### src/rtl/ptp_ts_queue_pkg.sv
// Shared TSU definitions: PTP info word layout, overflow counter width and helpers.
package ptp_ts_queue_pkg;

    localparam int unsigned PTP_INFOR_W = 52;
    localparam int unsigned SEQID_MSB   = 51;
    localparam int unsigned SEQID_LSB   = 36;
    localparam int unsigned MSGID_MSB   = 35;
    localparam int unsigned MSGID_LSB   = 32;
    localparam int unsigned TIME_MSB    = 31;
    localparam int unsigned OVF_CNT_W   = 8;

    localparam logic [OVF_CNT_W-1:0] OVF_MAX = '1;

    typedef struct packed {
        logic [SEQID_MSB-SEQID_LSB:0] seqid;
        logic [MSGID_MSB-MSGID_LSB:0] msgid;
        logic [TIME_MSB:0]            sop_time;
    } ptp_infor_t;

    // Saturating increment for the drop counter.
    function automatic logic [OVF_CNT_W-1:0] sat_inc(input logic [OVF_CNT_W-1:0] v);
        return (v == OVF_MAX) ? v : v + OVF_CNT_W'(1);
    endfunction

endpackage

### src/rtl/ptp_ts_ram.sv
// Simple dual-port timestamp RAM: synchronous write, registered read with read enable.
module ptp_ts_ram
    import ptp_ts_queue_pkg::*;
#(
    parameter int unsigned DEPTH_LOG2 = 4
) (
    input  logic                   clk,
    input  logic                   rst,
    input  logic                   we,
    input  logic [DEPTH_LOG2-1:0]  waddr,
    input  logic [PTP_INFOR_W-1:0] wdata,
    input  logic                   re,
    input  logic [DEPTH_LOG2-1:0]  raddr,
    output logic [PTP_INFOR_W-1:0] rdata
);

    logic [PTP_INFOR_W-1:0] mem [2**DEPTH_LOG2];

    always_ff @(posedge clk) begin
        if (we) begin
            mem[waddr] <= wdata;
        end
    end

    // Read-before-write: a same-edge write to raddr returns the old word.
    always_ff @(posedge clk) begin
        if (rst) begin
            rdata <= '0;
        end else if (re) begin
            rdata <= mem[raddr];
        end
    end

endmodule

### src/rtl/ptp_ts_queue.sv
// Circular timestamp FIFO between the PTP parser and host registers, with drop counter.
module ptp_ts_queue
    import ptp_ts_queue_pkg::*;
#(
    parameter int unsigned DEPTH_LOG2 = 4
) (
    input  logic                   clk,
    input  logic                   rst,
    input  logic                   ptp_found,
    input  logic [PTP_INFOR_W-1:0] ptp_infor,
    input  logic                   q_clear,
    input  logic                   rd_req,
    output logic [PTP_INFOR_W-1:0] rd_data,
    output logic                   rd_valid,
    output logic [DEPTH_LOG2:0]    q_count,
    output logic                   q_empty,
    output logic                   q_full,
    output logic [OVF_CNT_W-1:0]   ovf_cnt
);

    localparam int unsigned DEPTH = 2**DEPTH_LOG2;
    localparam logic [DEPTH_LOG2:0] FULL_COUNT = (DEPTH_LOG2+1)'(DEPTH);

    logic [DEPTH_LOG2-1:0] wp;
    logic [DEPTH_LOG2-1:0] rp;
    logic                  push;
    logic                  pop;
    logic                  drop;

    assign q_empty = (q_count == '0);
    assign q_full  = (q_count == FULL_COUNT);

    // A pop in the same cycle frees the slot, so a full queue still accepts the push.
    always_comb begin
        pop  = rd_req && !q_empty;
        push = ptp_found && (!q_full || pop);
        drop = ptp_found && q_full && !pop;
    end

    ptp_ts_ram #(
        .DEPTH_LOG2(DEPTH_LOG2)
    ) u_ram (
        .clk   (clk),
        .rst   (rst),
        .we    (push && !q_clear),
        .waddr (wp),
        .wdata (ptp_infor),
        .re    (pop && !q_clear),
        .raddr (rp),
        .rdata (rd_data)
    );

    always_ff @(posedge clk) begin
        if (rst) begin
            wp       <= '0;
            rp       <= '0;
            q_count  <= '0;
            ovf_cnt  <= '0;
            rd_valid <= 1'b0;
        end else if (q_clear) begin
            wp       <= '0;
            rp       <= '0;
            q_count  <= '0;
            ovf_cnt  <= '0;
            rd_valid <= 1'b0;
        end else begin
            rd_valid <= pop;
            if (push) begin
                wp <= wp + DEPTH_LOG2'(1);
            end
            if (pop) begin
                rp <= rp + DEPTH_LOG2'(1);
            end
            case ({push, pop})
                2'b10:   q_count <= q_count + (DEPTH_LOG2+1)'(1);
                2'b01:   q_count <= q_count - (DEPTH_LOG2+1)'(1);
                default: q_count <= q_count;
            endcase
            if (drop) begin
                ovf_cnt <= sat_inc(ovf_cnt);
            end
        end
    end

endmodule

### config.mk
export PLATFORM = sky130hd
export DESIGN_NAME = ptp_ts_queue
export DESIGN_NICKNAME = d
export VERILOG_FILES = /design/src/rtl/ptp_ts_queue_pkg.sv /design/src/rtl/ptp_ts_ram.sv /design/src/rtl/ptp_ts_queue.sv
export SDC_FILE = /design/constraint.sdc
export NUM_CORES = 1
export LEC_CHECK = 0
export ABC_CLOCK_PERIOD_IN_PS = 12550
export CORE_AREA = 8 8 306 308
export CTS_CLUSTER_DIAMETER = 40
export DETAILED_ROUTE_END_ITERATION = 16
export DIE_AREA = 0 0 314 316
export SLEW_MARGIN = 5
export SYNTH_ARGS = -nofsm -noshare
export SYNTH_HDL_FRONTEND = slang
export SYNTH_SLANG_ARGS = --single-unit
export TNS_END_PERCENT = 30
### constraint.sdc
create_clock -name clk -period 12.55 [get_ports clk]
set_clock_uncertainty 0.15 [all_clocks]
set_input_delay 2.51 -clock clk [delete_from_list [all_inputs] [get_ports clk]]
set_output_delay 2.51 -clock clk [all_outputs]
set_load 0.01 [all_outputs]
==> flow_results.org <==
** GRT
- The global routing stage identified its most utilized layer as met2.
- The initial antenna violation count is 4.
- The first global-routing pass estimated 120000 microns of wire.
- The via count of the first global-routing pass came to around 19k.
- Global routing finished with a remaining overflow of 0.
- Met1 track demand over resource :: 20.7%
- In the global route stage, met2 resource usage came out at 27.2%.
- In the global route stage, met3 resource usage came out at 2.70%.
- Entering global routing, the biggest net connects 75 pins.
- GRT Overall Usage :: between 10% and 20%

** Critical path
- Maximum fanout count along the critical path :: 28
- The cell family contributing the most delay on the critical path is buffers and inverters.
- The slowest stage of the critical path is the nor2_4 cell.
- Slowest Stage Delay on Critical Path :: 0.89 ns
- Element type at the critical path end :: flip-flop
- Critical path arrival :: 5.58 ns
- Endpoint required time on the critical path :: approximately 13 ns
- Series of cell instances along the critical path :: clkdlybuf4s50_1 -> clkinv_1 -> a21oi_2 -> nand2_1 -> nor2_4 -> buf_4
- Buffers and inverters on the worst path :: 3
- Setup CP Type :: in2reg
- STA classifies the critical path startpoint as an input port.

** Run status
- The flow ran to the end, and the final reports show no timing, DRC or antenna violations.

** Route
- The detailed router finished its first iteration with between 1k and 1.5k violations.
- The routed layout has between 15k and 20k vias.
- Via density per instance :: 5.42
- In the final routed layout, each cell accounts on average for between 20 and 25 microns.
- Pre-Repair DR Iteration Count :: 5
- Wires add up to 79800 microns.
- Remaining design rule violation count :: 0
- Detail Route Antenna Nets :: 0

** Floorplanning
- Once the floorplan was initialized, standard cells occupied about two fifths of the core.
- The die is 316 microns tall.
- Core Footprint :: 89000 sq um
- The die covers 99200 sq um.
- Die outline width :: approximately 310 microns
- Core Rows :: between 100 and 150
- For this design the top-level I/O count stands at 125.

** Cells and area
- The repair_antennas step left the layout with diodes totalling 0.
- Layout-stage area growth over the synthesis result :: 17.9%
- After filler insertion, the fill cell instance count of the layout stands at 7384.
- After the last flow step, the layout net total stands at 2137.
- The library cells used most frequently in the layout, excluding fill and tap cells, are edfxtp_1, mux2i_1, clkdlybuf4s50_1, clkbuf_16, nor2_1.
- Share of final-layout standard cells stronger than drive strength 1 :: 16.5%
- Core utilization of the finished layout :: between 40% and 50%
- The finished cells cover approximately 42000 sq um.
- Commonest non-fill, non-tap cell in the layout :: edfxtp_1

** Job
- Max-cap violations in this run came to 0.

** Synthesis
- Counting every net in the synthesized netlist gives 1978.
- Synthesis Warnings :: 0
- After synthesis, the largest family of logic cells by area is multiplexers.
- Of the post-synthesis cell area, the part taken by muxes is 12.4%.
- The synthesized netlist devotes under 10% of its cell area to compound gates.
- The synthesized netlist devotes 3.76% of its cell area to simple gates.
- Post-synthesis sequential area ratio :: 75.0%
- Of the total synthesized cell area, the portion taken by XOR and XNOR cells is 0.397%.
- After Yosys synthesis, full adders, half adders and majority gates account for 0.376% of the synthesized area.
- In this run, synthesis produced a sequential element count of 906.
- Synthesis handed over a netlist of 1911 instances.
- Each instance of the synthesized netlist takes up on average between 15 and 20 sq um.
- Counting distinct cell types in the post-synthesis netlist gives 53.
- Post-synth design cell area :: 35300 sq um

** Clock network
- After clock tree synthesis, the clock-pin slew on the worst setup and hold paths is 0.05 ns.
- Number of buffers inserted by hold repair at cts :: 0
- TritonCTS built the clock tree.
- In this run the post-CTS setup repair buffer count came out at 0.
- Clock root buffer :: clkbuf_16
- Number of levels in the clock H-tree :: 3
- Counting the buffers created by CTS gives 114.
- The clock drives 906 sinks.
- The number of gates resized after CTS was 0.
- Clock latency on the worst-skew pair :: 0.66 ns
- Largest buffer count on any clock path :: 3

** Pwr
- The analysis attributes to cell leakage a power of 13.0 nW.
- Peak supply drop :: 0.000119 V
- Ratio of total power to cell area :: about 160 nW/um^2

** Placed design
- In this run the cell area measured after placement is about 38000 sq um.
- The HPWL after detailed placement is between 40000 and 50000 microns.
- During placement, the flow inserted port buffers numbering 124.
- At the end of routability-driven placement, the weighted congestion stood at 0.727.

** Timing
- Highest clock frequency the design can meet :: 184 MHz
- For the pin with the worst max-slew slack, the measured transition is around 1.1 ns.
- After layout, the minimum clock period comes to 5.43 ns.
- The worst path uses 43.3% of the clock period.
- Adding up every negative setup slack in the final design gives 0 ns.
- Setup repair after global routing left no endpoint under its margin.
- Hold violation total from the final report :: 0
- Headroom to the max-slew limit came out at 27.0%.
- Final hold analysis gives a worst-case slack of 0.334 ns.
- Setup-failing EPs final :: 0
- Final Slew Violations :: 0

** Min path
- Path type of the worst min-delay path :: reg2reg
## worst register-to-register path, cell delays in order (launching register included)
cell      delay [ns]
dfxtp_4         0.80
buf_4           0.75
buf_4           0.92
and2_2          0.55
buf_4           0.48
a21oi_1         0.26
a311oi_1        0.50
nor2_1          0.09
## synthesized netlist by cell type (all sizes together)
master     n  area share, %
nor4       9           0.20
o22ai     17           0.30
nor2b     81            1.4
mux2i    138            3.9
a31oi      2          0.035
or3        1          0.018
o311ai     1          0.025
ha         9           0.32
inv        8          0.085
nor3       4          0.057
nor2     128            1.4
or3b       1          0.025
xnor2     11           0.27
and2       1          0.018
a2111oi   13           0.32
clkinv     1          0.011
nand4      3          0.053
mux2      40            1.3
a211oi    99            2.1
clkbuf    42           0.48
o21ai      2          0.039
fa         1          0.057
or2        4          0.071
or4        2          0.043
a21o       2          0.043
a311oi    35           0.87
edfxtp   832             71
nand3      3          0.043
a21boi     1          0.021
buf       73            1.4
nand2     18           0.19
o2111ai    1          0.025
nand2b     4          0.071
o211ai     3          0.078
nand3b     2          0.043
a21oi     79            1.1
and2b      6           0.13
dfxtp     74            4.2
mux4     105            7.2
xor2       5           0.12
o21bai    49            1.0
o21a       1          0.021
## cell type report
class | instances | area, sq um | share of cell area (%)
sequential | 906 | 26500 | 63.7
multi-input combinational | 881 | 8260 | 19.9
clock buffer | 130 | 2950 | 7.10
timing repair buffer | 158 | 1490 | 3.58
tap | 1176 | 1470 | 3.54
clock inverter | 84 | 913 | 2.20
inverter | 9 | 33.8 | 0.0812
## sequential cells by signal (all words and copies together) (netlist names)
register     count
u_ram.mem      832
u_ram.rdata     52
rd_valid         1
ovf_cnt          8
wp               4
rp               4
q_count          5
## cells by family (layout without fill, tap and decap cells)
kind of cell,after synthesis,after routing
DFF,906,906
xor gates and xnor gates,16,16
and+or+nand+nor,267,267
adders and majority gates,10,10
AOI/OAI and AO/OA,305,305
buffers and inverters,124,381
muxes,283,283
## through the flow
step           setup slack, ns  total power, mW  cells
2_1_floorplan             6.59             3.49   1911
3_3_place_gp              6.50             3.60   3130
3_5_place_dp              6.39             3.60   3130
4_1_cts                   7.10             6.86   3344
5_1_grt                   6.93             7.00   3344
6_report                  7.12             6.79   3344
## worst paths after layout
check / startpoint / endpoint / slack, ns / cells past startpoint
worst min register to register: u_ram.rdata[27] / u_ram.rdata[27] / 0.33 / 2
worst max register to register: rp[0] / u_ram.rdata[30] / 7.93 / 7
worst min-delay path: u_ram.rdata[27] / u_ram.rdata[27] / 0.33 / 2
worst max-delay path: ptp_found / u_ram.mem[14][39] / 7.12 / 6
## report_power, final
part,switching [mW],internal (mW)
Clock,1.29,1.96
Sequential,0.0148,3.32
Combinational,0.123,0.0835
## per-layer routing
layer / share of wire, % / wire length (microns) / vias up
li1: - / - / 8063
met1: 43 / 34400 / 9418
met2: 50 / 39700 / 511
met3: 5.4 / 4280 / 112
met4: 1.8 / 1430 / 4
met5: 0.026 / 21 / -
No activity file was read; power rests on OpenSTA's default activity.
